<file path="src/rtl/arb_pkg.sv">
// rtl/arb_pkg.sv - shared types and sizes for the 4-requester arbiter
package arb_pkg;

  localparam int NREQ = 4;
  localparam int IDW  = 2;

  typedef enum logic {
    IDLE  = 1'b0,
    GRANT = 1'b1
  } state_t;

endpackage

</file>
<file path="src/rtl/priority_encoder2_4to2.sv">
// rtl/priority_encoder2_4to2.sv - 4-to-2 priority encoder, d[3] highest priority
module priority_encoder2_4to2 (
  input  logic [3:0] d,
  output logic [1:0] q,
  output logic       v
);

  always_comb begin
    v = |d;
    q = 2'd0;
    if (d[3])      q = 2'd3;
    else if (d[2]) q = 2'd2;
    else if (d[1]) q = 2'd1;
  end

endmodule

</file>
<file path="src/rtl/prio_arbiter_4req.sv">
// rtl/prio_arbiter_4req.sv - 4-requester fixed/round-robin arbiter with hold-until-release and optional hold timeout
module prio_arbiter_4req
  import arb_pkg::*;
#(
  parameter int unsigned RR_EN    = 1,
  parameter int unsigned MAX_HOLD = 8,
  parameter int unsigned CNT_W    = 8
) (
  input  logic            clk,
  input  logic            reset,
  input  logic [NREQ-1:0] req,
  output logic [NREQ-1:0] gnt,
  output logic [IDW-1:0]  gnt_id,
  output logic            gnt_valid,
  output logic            timeout
);

  localparam logic [NREQ-1:0]  ONE      = NREQ'(1);
  localparam logic [CNT_W-1:0] CNT_SAT  = '1;
  localparam logic [CNT_W-1:0] HOLD_LIM = CNT_W'(MAX_HOLD);

  state_t           state_q, state_d;
  logic [IDW-1:0]   last_q, last_d;
  logic [CNT_W-1:0] hold_cnt_q, hold_cnt_d;
  logic [NREQ-1:0]  gnt_q, gnt_d;
  logic [IDW-1:0]   gnt_id_q, gnt_id_d;
  logic             timeout_q, timeout_d;

  logic [NREQ-1:0]  masked;
  logic [IDW-1:0]   sel_masked, sel_req, sel;
  logic             masked_v, req_v;

  // Only requesters below the previous owner survive the mask, so the owner drops to lowest priority.
  assign masked = req & ((ONE << last_q) - ONE);

  priority_encoder2_4to2 u_pe_masked (
    .d (masked),
    .q (sel_masked),
    .v (masked_v)
  );

  priority_encoder2_4to2 u_pe_req (
    .d (req),
    .q (sel_req),
    .v (req_v)
  );

  always_comb begin
    sel = sel_req;
    if (RR_EN != 0 && masked_v) sel = sel_masked;
  end

  always_comb begin
    state_d    = state_q;
    last_d     = last_q;
    hold_cnt_d = hold_cnt_q;
    gnt_d      = gnt_q;
    gnt_id_d   = gnt_id_q;
    timeout_d  = 1'b0;
    case (state_q)
      IDLE: begin
        if (req_v) begin
          gnt_d      = ONE << sel;
          gnt_id_d   = sel;
          hold_cnt_d = CNT_W'(1);
          last_d     = sel;
          state_d    = GRANT;
        end
      end
      GRANT: begin
        if (!req[gnt_id_q]) begin
          gnt_d      = '0;
          hold_cnt_d = '0;
          state_d    = IDLE;
        end else if (MAX_HOLD != 0 && hold_cnt_q == HOLD_LIM) begin
          gnt_d      = '0;
          hold_cnt_d = '0;
          timeout_d  = 1'b1;
          state_d    = IDLE;
        end else if (hold_cnt_q != CNT_SAT) begin
          hold_cnt_d = hold_cnt_q + CNT_W'(1);
        end
      end
      default: state_d = IDLE;
    endcase
  end

  always_ff @(posedge clk) begin
    if (reset) begin
      state_q    <= IDLE;
      last_q     <= '0;
      hold_cnt_q <= '0;
      gnt_q      <= '0;
      gnt_id_q   <= '0;
      timeout_q  <= 1'b0;
    end else begin
      state_q    <= state_d;
      last_q     <= last_d;
      hold_cnt_q <= hold_cnt_d;
      gnt_q      <= gnt_d;
      gnt_id_q   <= gnt_id_d;
      timeout_q  <= timeout_d;
    end
  end

  assign gnt       = gnt_q;
  assign gnt_id    = gnt_id_q;
  assign gnt_valid = |gnt_q;
  assign timeout   = timeout_q;

endmodule
</file>
<file path="config.mk">
export PLATFORM = sky130hd
export DESIGN_NAME = prio_arbiter_4req
export DESIGN_NICKNAME = d
export VERILOG_FILES = /design/src/rtl/arb_pkg.sv /design/src/rtl/priority_encoder2_4to2.sv /design/src/rtl/prio_arbiter_4req.sv
export SDC_FILE = /design/constraint.sdc
export NUM_CORES = 1
export LEC_CHECK = 0
export CORE_MARGIN = 1
export CORE_UTILIZATION = 40
export CTS_CLUSTER_SIZE = 20
export DETAILED_ROUTE_END_ITERATION = 6
export GPL_TIMING_DRIVEN = 0
export HOLD_SLACK_MARGIN = 0.03
export PLACE_DENSITY = 0.65
export SYNTH_ARGS = -nofsm -noshare
export SYNTH_HDL_FRONTEND = slang
export SYNTH_SLANG_ARGS = --single-unit
export TNS_END_PERCENT = 20
</file>
<file path="constraint.sdc">
create_clock -name clk -period 1.8 [get_ports clk]
set_clock_uncertainty 0.2 [all_clocks]
set_input_delay 0.18 -clock clk [delete_from_list [all_inputs] [get_ports clk]]
set_output_delay 0.18 -clock clk [all_outputs]
set_load 0.02 [all_outputs]
</file>
==> impl_metrics.json <==
{
  "h-tree-depth": 1,
  "route.final.wire_length_um": 2410,
  "drive_gt1_frac": 0.346,
  "power.total_mw": 0.925,
  "cpMaxStageDelayCell": "or4b_4",
  "cts_buffers": 3,
  "drtAntennaViolNets": 0,
  "synthDistinctLibCells": 37,
  "initial_utilization": 0.423,
  "area_delta_synth_final_pct": 46.6,
  "io_buffers": 13,
  "finalWeightedCongestion": 0.768,
  "yosysSeqAreaShare": 0.345,
  "dp_hpwl_um": 1400,
  "antenna_found_initial": 0,
  "irDropWorstVdd_uv": 563,
  "max_freq_mhz": 514,
  "grt.met3_usage": 0.0273,
  "track_usage": 0.200,
  "synth_ff_type": "dfxtp_1",
  "violations": "setup timing",
  "cts.sinks": 16,
  "antenna_cells": 0,
  "grt_util_met2": 0.293,
  "yosys_warnings": 0,
  "synth_edf_count": 0,
  "drt-pass1-iter-count": 4,
  "status": "finished, violations left",
  "layout.cells.non_filler": 164,
  "num_vias": 915,
  "synth-seq-cells": 16,
  "wire_per_inst_um": 14.7,
  "dp_cells": 151,
  "synth.avg_cell_area_sq_um": 8.43,
  "period_needed_ns": 1.94,
  "path_max_fanout": 4,
  "p_per_area_nw_per_um2": 681,
  "grt_max_degree": 12,
  "cp.arrival_ns": 1.97,
  "critical-path-max-stage-delay_ns": 0.53,
  "die_height_um": 50.1,
  "critPathMostFrequentCell": "buf_4",
  "cp-start-kind": "flip-flop",
  "relSlewSlack": 0.714,
  "use_met1": 0.283,
  "worstSkewPairLatency_ns": 0.29,
  "fin_nets": 145,
  "hold_buffers": 0,
  "grt_setup_unrepaired": "true",
  "clk_pin_slew_ns": 0.10,
  "worstSetupPathType": "flip-flop to flip-flop",
  "vias_per_cell": 5.58,
  "drtIter0Drc": 28,
  "drv_cap": 0,
  "required_ns": 1.83,
  "syn_inst": 110,
  "hp-class": "input pin to flip-flop",
  "ioPinCount": 14,
  "drc": 0,
  "coreArea_sq_um": 2190,
  "top_usage_layer": "met2",
  "crit_chain": "inv_4, ha_4, nand4bb_4, nor4_4, buf_4, buf_4, or4b_4, a21oi_2",
  "p_leak_nw": 0.565,
  "fin_ws_ns": -0.144,
  "cts_tree": "done",
  "syn_area_sq_um": 927,
  "grt_overflow": 0,
  "endpoint_kind": "flip-flop",
  "grt_pass1_wl_um": 3820,
  "die_w_um": 50.1,
  "cts_buffer_depth": 2,
  "min_period_over_period": 1.08,
  "rows": 17,
  "worst_slew_pin_slew_ns": 0.428,
  "grt_pass1_vias": 818,
  "finalHoldViolCount": 0,
  "slew_violations": 0,
  "async_flop_share": 0,
  "root_buffer": "clkbuf_4",
  "syn_nets": 118,
  "setup_viol": 5,
  "dieArea_sq_um": 2510
}
## worst paths after layout
check / slack, ns / from / cells past startpoint / endpoint
setup reg to reg: -0.14 / hold_cnt_q[0] / 8 / hold_cnt_q[1]
hold reg to reg: 0.27 / gnt[2] / 2 / gnt[2]
setup / recovery: -0.14 / hold_cnt_q[0] / 8 / hold_cnt_q[1]
hold / removal: 0.27 / reset / 2 / timeout
## layout by cell type, fill, tap and decap left out, types with 4 or more instances in the layout
| master | n |
|---|---|
| buf_4 | 10 |
| nand2_1 | 10 |
| clkdlybuf4s50_1 | 7 |
| o21ai_0 | 4 |
| nor2_1 | 13 |
| dfxtp_1 | 12 |
| a21oi_1 | 10 |
| inv_1 | 4 |
## cells by family (layout without fill, tap and decap cells)
group,after synthesis,count (layout),synth area share
simple gates,50,50,0.279
compound gates,31,32,0.256
flops,16,16,0.345
buf+inv,9,34,0.0607
fa+ha+maj,2,2,0.0270
mux,2,2,0.0310
## worst max-delay path: cells and delay by family (launching register included)
kind,cells,cell delay (ns)
flip-flops,1,0.39
adder cells (fa/ha/maj),1,0.16
AO/OA/AOI/OAI,1,0.12
AND/OR/NAND/NOR,3,0.67
buffers and inverters,3,0.35
## cell usage after synthesis, types with 2 or more instances
master	n	area, sq um
dfxtp_1	16	320
nor2_1	15	56.3
a21oi_1	11	55.1
nand2_1	11	41.3
inv_1	6	22.5
o21ai_0	6	30.0
nand3_1	4	20.0
nand2b_1	3	18.8
nor3_1	3	15.0
or3_1	3	18.8
a211oi_1	2	15.0
a2bb2oi_1	2	17.5
and3_1	2	12.5
ha_1	2	25.0
or4_1	2	15.0
## layout make-up
type                            count  area, sq um
Tap cell                           28         35.0
Sequential cell                    16          333
Buffer                              1         8.76
Clock buffer                        4         36.3
Multi-Input combinational cell     86          716
Timing Repair Buffer               23          205
Inverter                            6         25.0
Fill cell                         183          832
## routing by layer
layer | vias up | routed length, um
li1 | 460 | -
met1 | 431 | 1160
met2 | 20 | 1130
met3 | 4 | 81
met4 | 0 | 42
met5 | - | 0
## report_power, final
part	leakage [nW]	internal (mW)	total, mW	switching [mW]
clock network	0.0210	0.123	0.245	0.121
registers	0.133	0.374	0.401	0.0269
logic	0.411	0.137	0.279	0.142
## state kept, by name, indices dropped and copies added, names as in the netlist
name / cells
hold_cnt_q: 8
timeout: 1
gnt: 4
gnt_id: 2
state_q: 1
## metrics by stage
step / area, sq um / TNS [ns] / worst slack, ns / hold WS (ns) / utilization
global route: 1360 / -0.937 / -0.193 / 0.298 / 0.620
CTS: 1210 / -0.726 / -0.170 / 0.262 / 0.551
floorplan: 932 / -0.242 / -0.172 / 0.0561 / -
global placement: 1100 / -4.99 / -0.475 / 0.259 / 0.501
detailed placement: 1100 / -5.16 / -0.486 / 0.262 / 0.501
finish: 1360 / -0.268 / -0.144 / 0.267 / 0.620
## what timing repair did
action | CTS | global route
setup buffers | 5 | 5
gates resized for setup | 13 | 30
cloned | 1 | 0
setup endpoints to repair | 14 | 13
pin swaps | 7 | 9
Note: power is estimated with default switching activity, not from simulation.
